**src/rtl/shift_register_engine.sv**
```systemverilog
// Programmable-period strobe generator driving a WIDTH-bit shift/rotate register with parallel load.
// Optional macro SHIFT_REGISTER_ENGINE_STICKY_INPUT_EN latches serial_in pulses between ticks.
module shift_register_engine #(
  parameter int WIDTH     = 10,
  parameter int DIV_WIDTH = 22
) (
  input  logic                 clock,
  input  logic                 reset,
  input  logic                 enable,
  input  logic [DIV_WIDTH-1:0] period,
  input  logic [1:0]           mode,
  input  logic                 serial_in,
  input  logic                 load,
  input  logic [WIDTH-1:0]     load_data,
  output logic [WIDTH-1:0]     q,
  output logic                 serial_out,
  output logic                 strobe
);

  localparam logic [DIV_WIDTH-1:0] CNT_ONE = DIV_WIDTH'(1);

  logic [DIV_WIDTH-1:0] counter_q, counter_d;
  logic [WIDTH-1:0]     shreg_q, shreg_d;
  logic                 strobe_q, strobe_d;
  logic                 tick;
  logic                 in_bit;

`ifdef SHIFT_REGISTER_ENGINE_STICKY_INPUT_EN
  logic sticky_q, sticky_d;

  always_ff @(posedge clock or posedge reset) begin
    if (reset) sticky_q <= 1'b0;
    else       sticky_q <= sticky_d;
  end

  // A 1 on serial_in during the tick cycle is consumed by the shift, not kept.
  always_comb begin
    sticky_d = sticky_q | serial_in;
    if (load || tick) sticky_d = 1'b0;
    in_bit = sticky_q | serial_in;
  end
`else
  always_comb in_bit = serial_in;
`endif

  always_comb begin
    tick = enable && (counter_q == '0) && !load;

    counter_d = counter_q;
    if (load || tick) counter_d = period;
    else if (enable)  counter_d = counter_q - CNT_ONE;

    shreg_d = shreg_q;
    if (load) begin
      shreg_d = load_data;
    end else if (tick) begin
      case (mode)
        2'd0:    shreg_d = {in_bit, shreg_q[WIDTH-1:1]};
        2'd1:    shreg_d = {shreg_q[WIDTH-2:0], in_bit};
        2'd2:    shreg_d = {shreg_q[0], shreg_q[WIDTH-1:1]};
        default: shreg_d = {shreg_q[WIDTH-2:0], shreg_q[WIDTH-1]};
      endcase
    end

    strobe_d = tick;
  end

  always_ff @(posedge clock or posedge reset) begin
    if (reset) begin
      counter_q <= '0;
      shreg_q   <= '0;
      strobe_q  <= 1'b0;
    end else begin
      counter_q <= counter_d;
      shreg_q   <= shreg_d;
      strobe_q  <= strobe_d;
    end
  end

  assign q          = shreg_q;
  assign strobe     = strobe_q;
  assign serial_out = mode[0] ? shreg_q[WIDTH-1] : shreg_q[0];

endmodule

```
**config.mk**
```make
export PLATFORM = sky130hd
export DESIGN_NAME = shift_register_engine
export DESIGN_NICKNAME = d
export VERILOG_FILES = /design/src/rtl/shift_register_engine.sv
export SDC_FILE = /design/constraint.sdc
export NUM_CORES = 1
export LEC_CHECK = 0
export CAP_MARGIN = 20
export CELL_PAD_IN_SITES_DETAIL_PLACEMENT = 0
export CELL_PAD_IN_SITES_GLOBAL_PLACEMENT = 1
export CORE_ASPECT_RATIO = 1.75
export CORE_MARGIN = 4
export CORE_UTILIZATION = 50
export DETAILED_ROUTE_END_ITERATION = 16
export DONT_BUFFER_PORTS = 1
export PLACE_DENSITY = 0.86
export SLEW_MARGIN = 20
export SYNTH_ARGS = -nofsm -noshare
export SYNTH_HDL_FRONTEND = slang
export SYNTH_SLANG_ARGS = --single-unit
```
**constraint.sdc**
```tcl
create_clock -name clock -period 5.6 [get_ports clock]
set_clock_uncertainty 0.1 [all_clocks]
set_input_delay 1.12 -clock clock [delete_from_list [all_inputs] [get_ports clock]]
set_output_delay 1.12 -clock clock [all_outputs]
set_load 0.02 [all_outputs]
```
# Yosys cells after proc, flatten, opt, wreduce, memory -nomap -nowiden
# Index checks and enable logic that the tools add are counted.
[totals] reg_bits=33 in_bits=39 output_inout_bits=12 word_cells=20
[classes] addsub=1 n_eq_ne=2 mux=6 reduce_logical=8
[ops] op="2-to-1 mux 22 bit" n=2
[ops] op="one-hot mux 10 bit (3 select lines)" n=1
[ops] op="logical NOT 22 bit" n=1
[ops] op="subtractor 22 x 1 -> 22 bit, second input constant" n=1
[ops] op="2-to-1 mux 10 bit" n=2
[ops] op="nonzero test 2 bit" n=2
[ops] op="== test 2 x 1 -> 1 bit, second input constant" n=1
[ops] op="== test 2 bit, second input constant" n=1
[ops] op="logical AND 1 bit" n=2
[ops] op="logical NOT 2 bit" n=1
[ops] op="logical NOT 1 bit" n=1
[ops] op="logical OR 1 bit" n=1
[ops] op="2-to-1 mux 1 bit" n=1

# Longest topological paths before layout
[depth] ltp_word=5 depth_mapped=8 depth_no_buf=7

# Worst setup path after synthesis
# Ideal clock, no wire load.
[synth_timing] kind="input-to-output" start="in mode[0]" end="out serial_out" arrival_time_ns=1.833 required_ns=4.380 slack_ns=2.547 stages=2 path_buffers=1 path_cell_list="clkbuf_1 -> mux2_2"
[synth_between] elab_chain_len=1
[synth_rtl] item="start: declaration" line="11" text="input logic [1:0] mode,"
[synth_rtl] item="2-to-1 mux 1 bit" line="82" text="assign serial_out = mode[0] ? shreg_q[WIDTH-1] : shreg_q[0];"
[synth_rtl] item="end: declaration" line="16" text="output logic serial_out,"
# No other way between the ends.

# Worst setup path after layout
# Ends and elaborated chain as after synthesis.

==> run_results.csv <==
group,metric,value,unit
route,drt_iter0_markers,28,
power,pwr-share-clk,0.348,
timing,finalSetupTns,0,ns
power,switchingPower,152,µW
global_routing,antenna_found_initial,0,
clock_tree,cts_max_level,2,
finish,final_util,0.557,
yosys,synth_seq_cells,33,
die,start_util,0.520,
yosys,yosysSeqAreaShare,0.437,
clock_tree,cts_resized,0,
placement,port_buffers,0,
clock_tree,clk_path_buf_depth,2,
timing,slew_violations,0,
finish,antenna_cells,0,
global_routing,grt_overflow,0,
power,cellInternalPower,407,µW
timing,period_share,0.484,
power,swShare,0.272,
status,status,"finished clean",
timing,setup_viol,0,
power,power_frac_seq,0.522,
worst_setup_path,worstPathCellList,"mux2_2",
global_routing,grt_max_degree,41,
power,leakagePower,0.748,nW
clock_tree,cts_sinks,33,
clock_tree,hold_buffers,0,
clock_tree,cts-root-buf,"clkbuf_8",
route,firstDrtPassIters,4,
finish,drive_gt1_frac,0.122,
clock_tree,postCtsSetupBuffers,0,
clock_tree,clock_latency,0.28,ns
yosys,synth_top_area_cell,"dfrtp_1",
clock_tree,cts_buffers,5,
finish,fillers,336,
hold_path,min_path_type,"register to register",
worst_setup_path,setup.worst_path.start,"mode[0]",
yosys,synth_nets,246,
die,die_w,54.5,µm
die,dieHeight,89.3,µm
finish,layout_common_cells,"nor2_1 (33), dfrtp_1 (33), a21oi_1 (23), xnor2_1 (13), nand2_1 (13)",
job,cap_violations,0,
clock_tree,cts_tree,"built",
worst_setup_path,max_stage_delay,0.37,ns
route,wire_per_inst,15.4,µm
worst_setup_path,crit_fanout,13,
route,ant_nets,0,
timing,rsz0062_at_grt,"no",
power,finalPower,560,µW
timing,max_freq,369,MHz
timing,relSlewSlack,0.620,
worst_setup_path,cp.required,4.38,ns
timing,worst_pin_slew,0.566,ns
worst_setup_path,r2r-start,"counter_q[8]$_DFFE_PP0P_",
clock_tree,clk_pin_slew,0.06,ns
global_routing,grt_pass1_wl,6.18,mm
die,fp-row-count,29,
worst_setup_path,setup.worst_path.start_class,"input pin",
route,drcViolationCount,0,
yosys,yosysWarnings,0,
finish,syn_to_final_growth,6.96,%
placement,globalplace.congestion,0.770,
worst_setup_path,path_delay_family,"multiplexers",
timing,whs,0.482,ns
global_routing,grtUsageTotal,0.173,
timing,hold_viol,0,
yosys,synth_area_leaders,"dfrtp_1 (44%), nor2_1 (6.6%), a21oi_1 (6.1%)",
die,io_pins,51,
yosys,avgSynthCellArea,9.17,µm²
hold_path,min_from,"counter_q[4]$_DFFE_PP0P_",
die,die-area,0.00486,mm²
die,fp.coreArea,0.00363,mm²
worst_setup_path,cp-end-kind,"output pin",
route,wl,3.87,mm
power,p_per_area,277,mW/mm²
global_routing,grt_pass1_vias,1504,
route,routed_via_density,5.83,
route,via_count,1464,
worst_setup_path,cp.arrival,1.49,ns
worst_setup_path,crit_type,"input pin to output pin",
yosys,synth_top_cell_area_share,0.437,
placement,post-dp-hpwl,2.95,mm
yosys,netlist_area,0.00189,mm²
worst_setup_path,slowest_stage,"mux2_2",
yosys,syn_inst,206,
timing,fin_crit,2.71,ns
power,ir_drop,0.251,mV
power,comb_power_share,0.130,
worst_setup_path,path_buf_inv,0,
finish,fin_nets,244,
yosys,synth.distinct_cells,34,
==> power groups by stage <==
stage | Combinational, mW | Sequential, mW | Clock (mW)
2_1_floorplan | 0.0656 | 0.290 | 0
3_3_place_gp | 0.0701 | 0.295 | 0
3_5_place_dp | 0.0737 | 0.297 | 0
4_1_cts | 0.0744 | 0.292 | 0.203
5_1_grt | 0.0832 | 0.295 | 0.212
6_report | 0.0728 | 0.292 | 0.195
==> path summary, 6_finish.rpt <==
| path | slack (ns) | endpoint | cells after the start |
|---|---|---|---|
| setup / recovery | 2.89 | serial_out | 1 |
| hold / removal | 0.48 | counter_q[4]$_DFFE_PP0P_ | 2 |
| setup reg to reg | 3.34 | counter_q[21]$_DFFE_PP0P_ | 5 |
| hold reg to reg | 0.48 | counter_q[4]$_DFFE_PP0P_ | 2 |
| min in group asynchronous | 0.71 | strobe$_DFF_PP0_ | 2 |
| max in group asynchronous | 4.39 | counter_q[8]$_DFFE_PP0P_ | 2 |
==> state kept, by name (all words and copies together), names as in the netlist <==
register,count
counter_q,22
q,10
strobe,1
==> per-layer routing <==
layer,global-route usage,vias to the layer above,wire (µm)
met5,0,-,0
met4,0.0635,0,42
met3,0.0518,4,247
met2,0.324,43,2180
met1,0.170,709,1400
li1,-,708,-
==> layout make-up <==
| type | count | area, µm² | share of cell area |
|---|---|---|---|
| multi-input combinational | 158 | 1000 | 0.498 |
| sequential | 33 | 826 | 0.409 |
| clock buffer | 7 | 96.3 | 0.0477 |
| tap | 46 | 57.6 | 0.0285 |
| timing repair buffer | 2 | 15.0 | 0.00743 |
| inverter | 4 | 15.0 | 0.00743 |
| clock inverter | 1 | 5.00 | 0.00248 |
==> logic make-up (layout without fill, tap and decap cells) <==
kind of cell,after synthesis,count (layout),share of synthesized area
simple gates,77,77,0.201
compound gates,40,40,0.115
flops,33,33,0.437
xor+xnor,20,20,0.0928
mux,20,20,0.113
buf+inv,15,14,0.0338
fa+ha+maj,1,1,0.00663
==> cell usage after synthesis (all sizes together) <==
cell type  count
or3b           1
a311o          1
mux2          10
and3b          1
and4b          1
nand3b         2
nor3           8
mux2i         10
o22a           1
xnor2         13
buf            2
o31a           1
nor3b          1
o21ai         11
nand2         13
ha             1
nand2b         1
dfrtp         33
or4            1
nor4           5
and3           1
nand4          4
o21a           1
a21oi         23
xor2           7
a31oi          2
nor2b          2
clkbuf         9
nand3          2
nand4b         1
nor2          33
inv            4
==> worst min-delay path, delay by kind of cell, from the launching register on <==
family / cells / cell delay [ns]
flip-flops: 1 / 0.36
XOR/XNOR: 1 / 0.12
AO/OA/AOI/OAI: 1 / 0.06
==> metrics by stage <==
step | cells | instance area, µm² | worst slack [ns]
floorplan | 206 | 1890 | 2.55
global placement | 243 | 1920 | 2.89
detailed placement | 243 | 1920 | 2.89
CTS | 251 | 2020 | 2.89
global route | 251 | 2020 | 2.89
finish | 251 | 2020 | 2.89
Power figures use the tool's default switching activity.
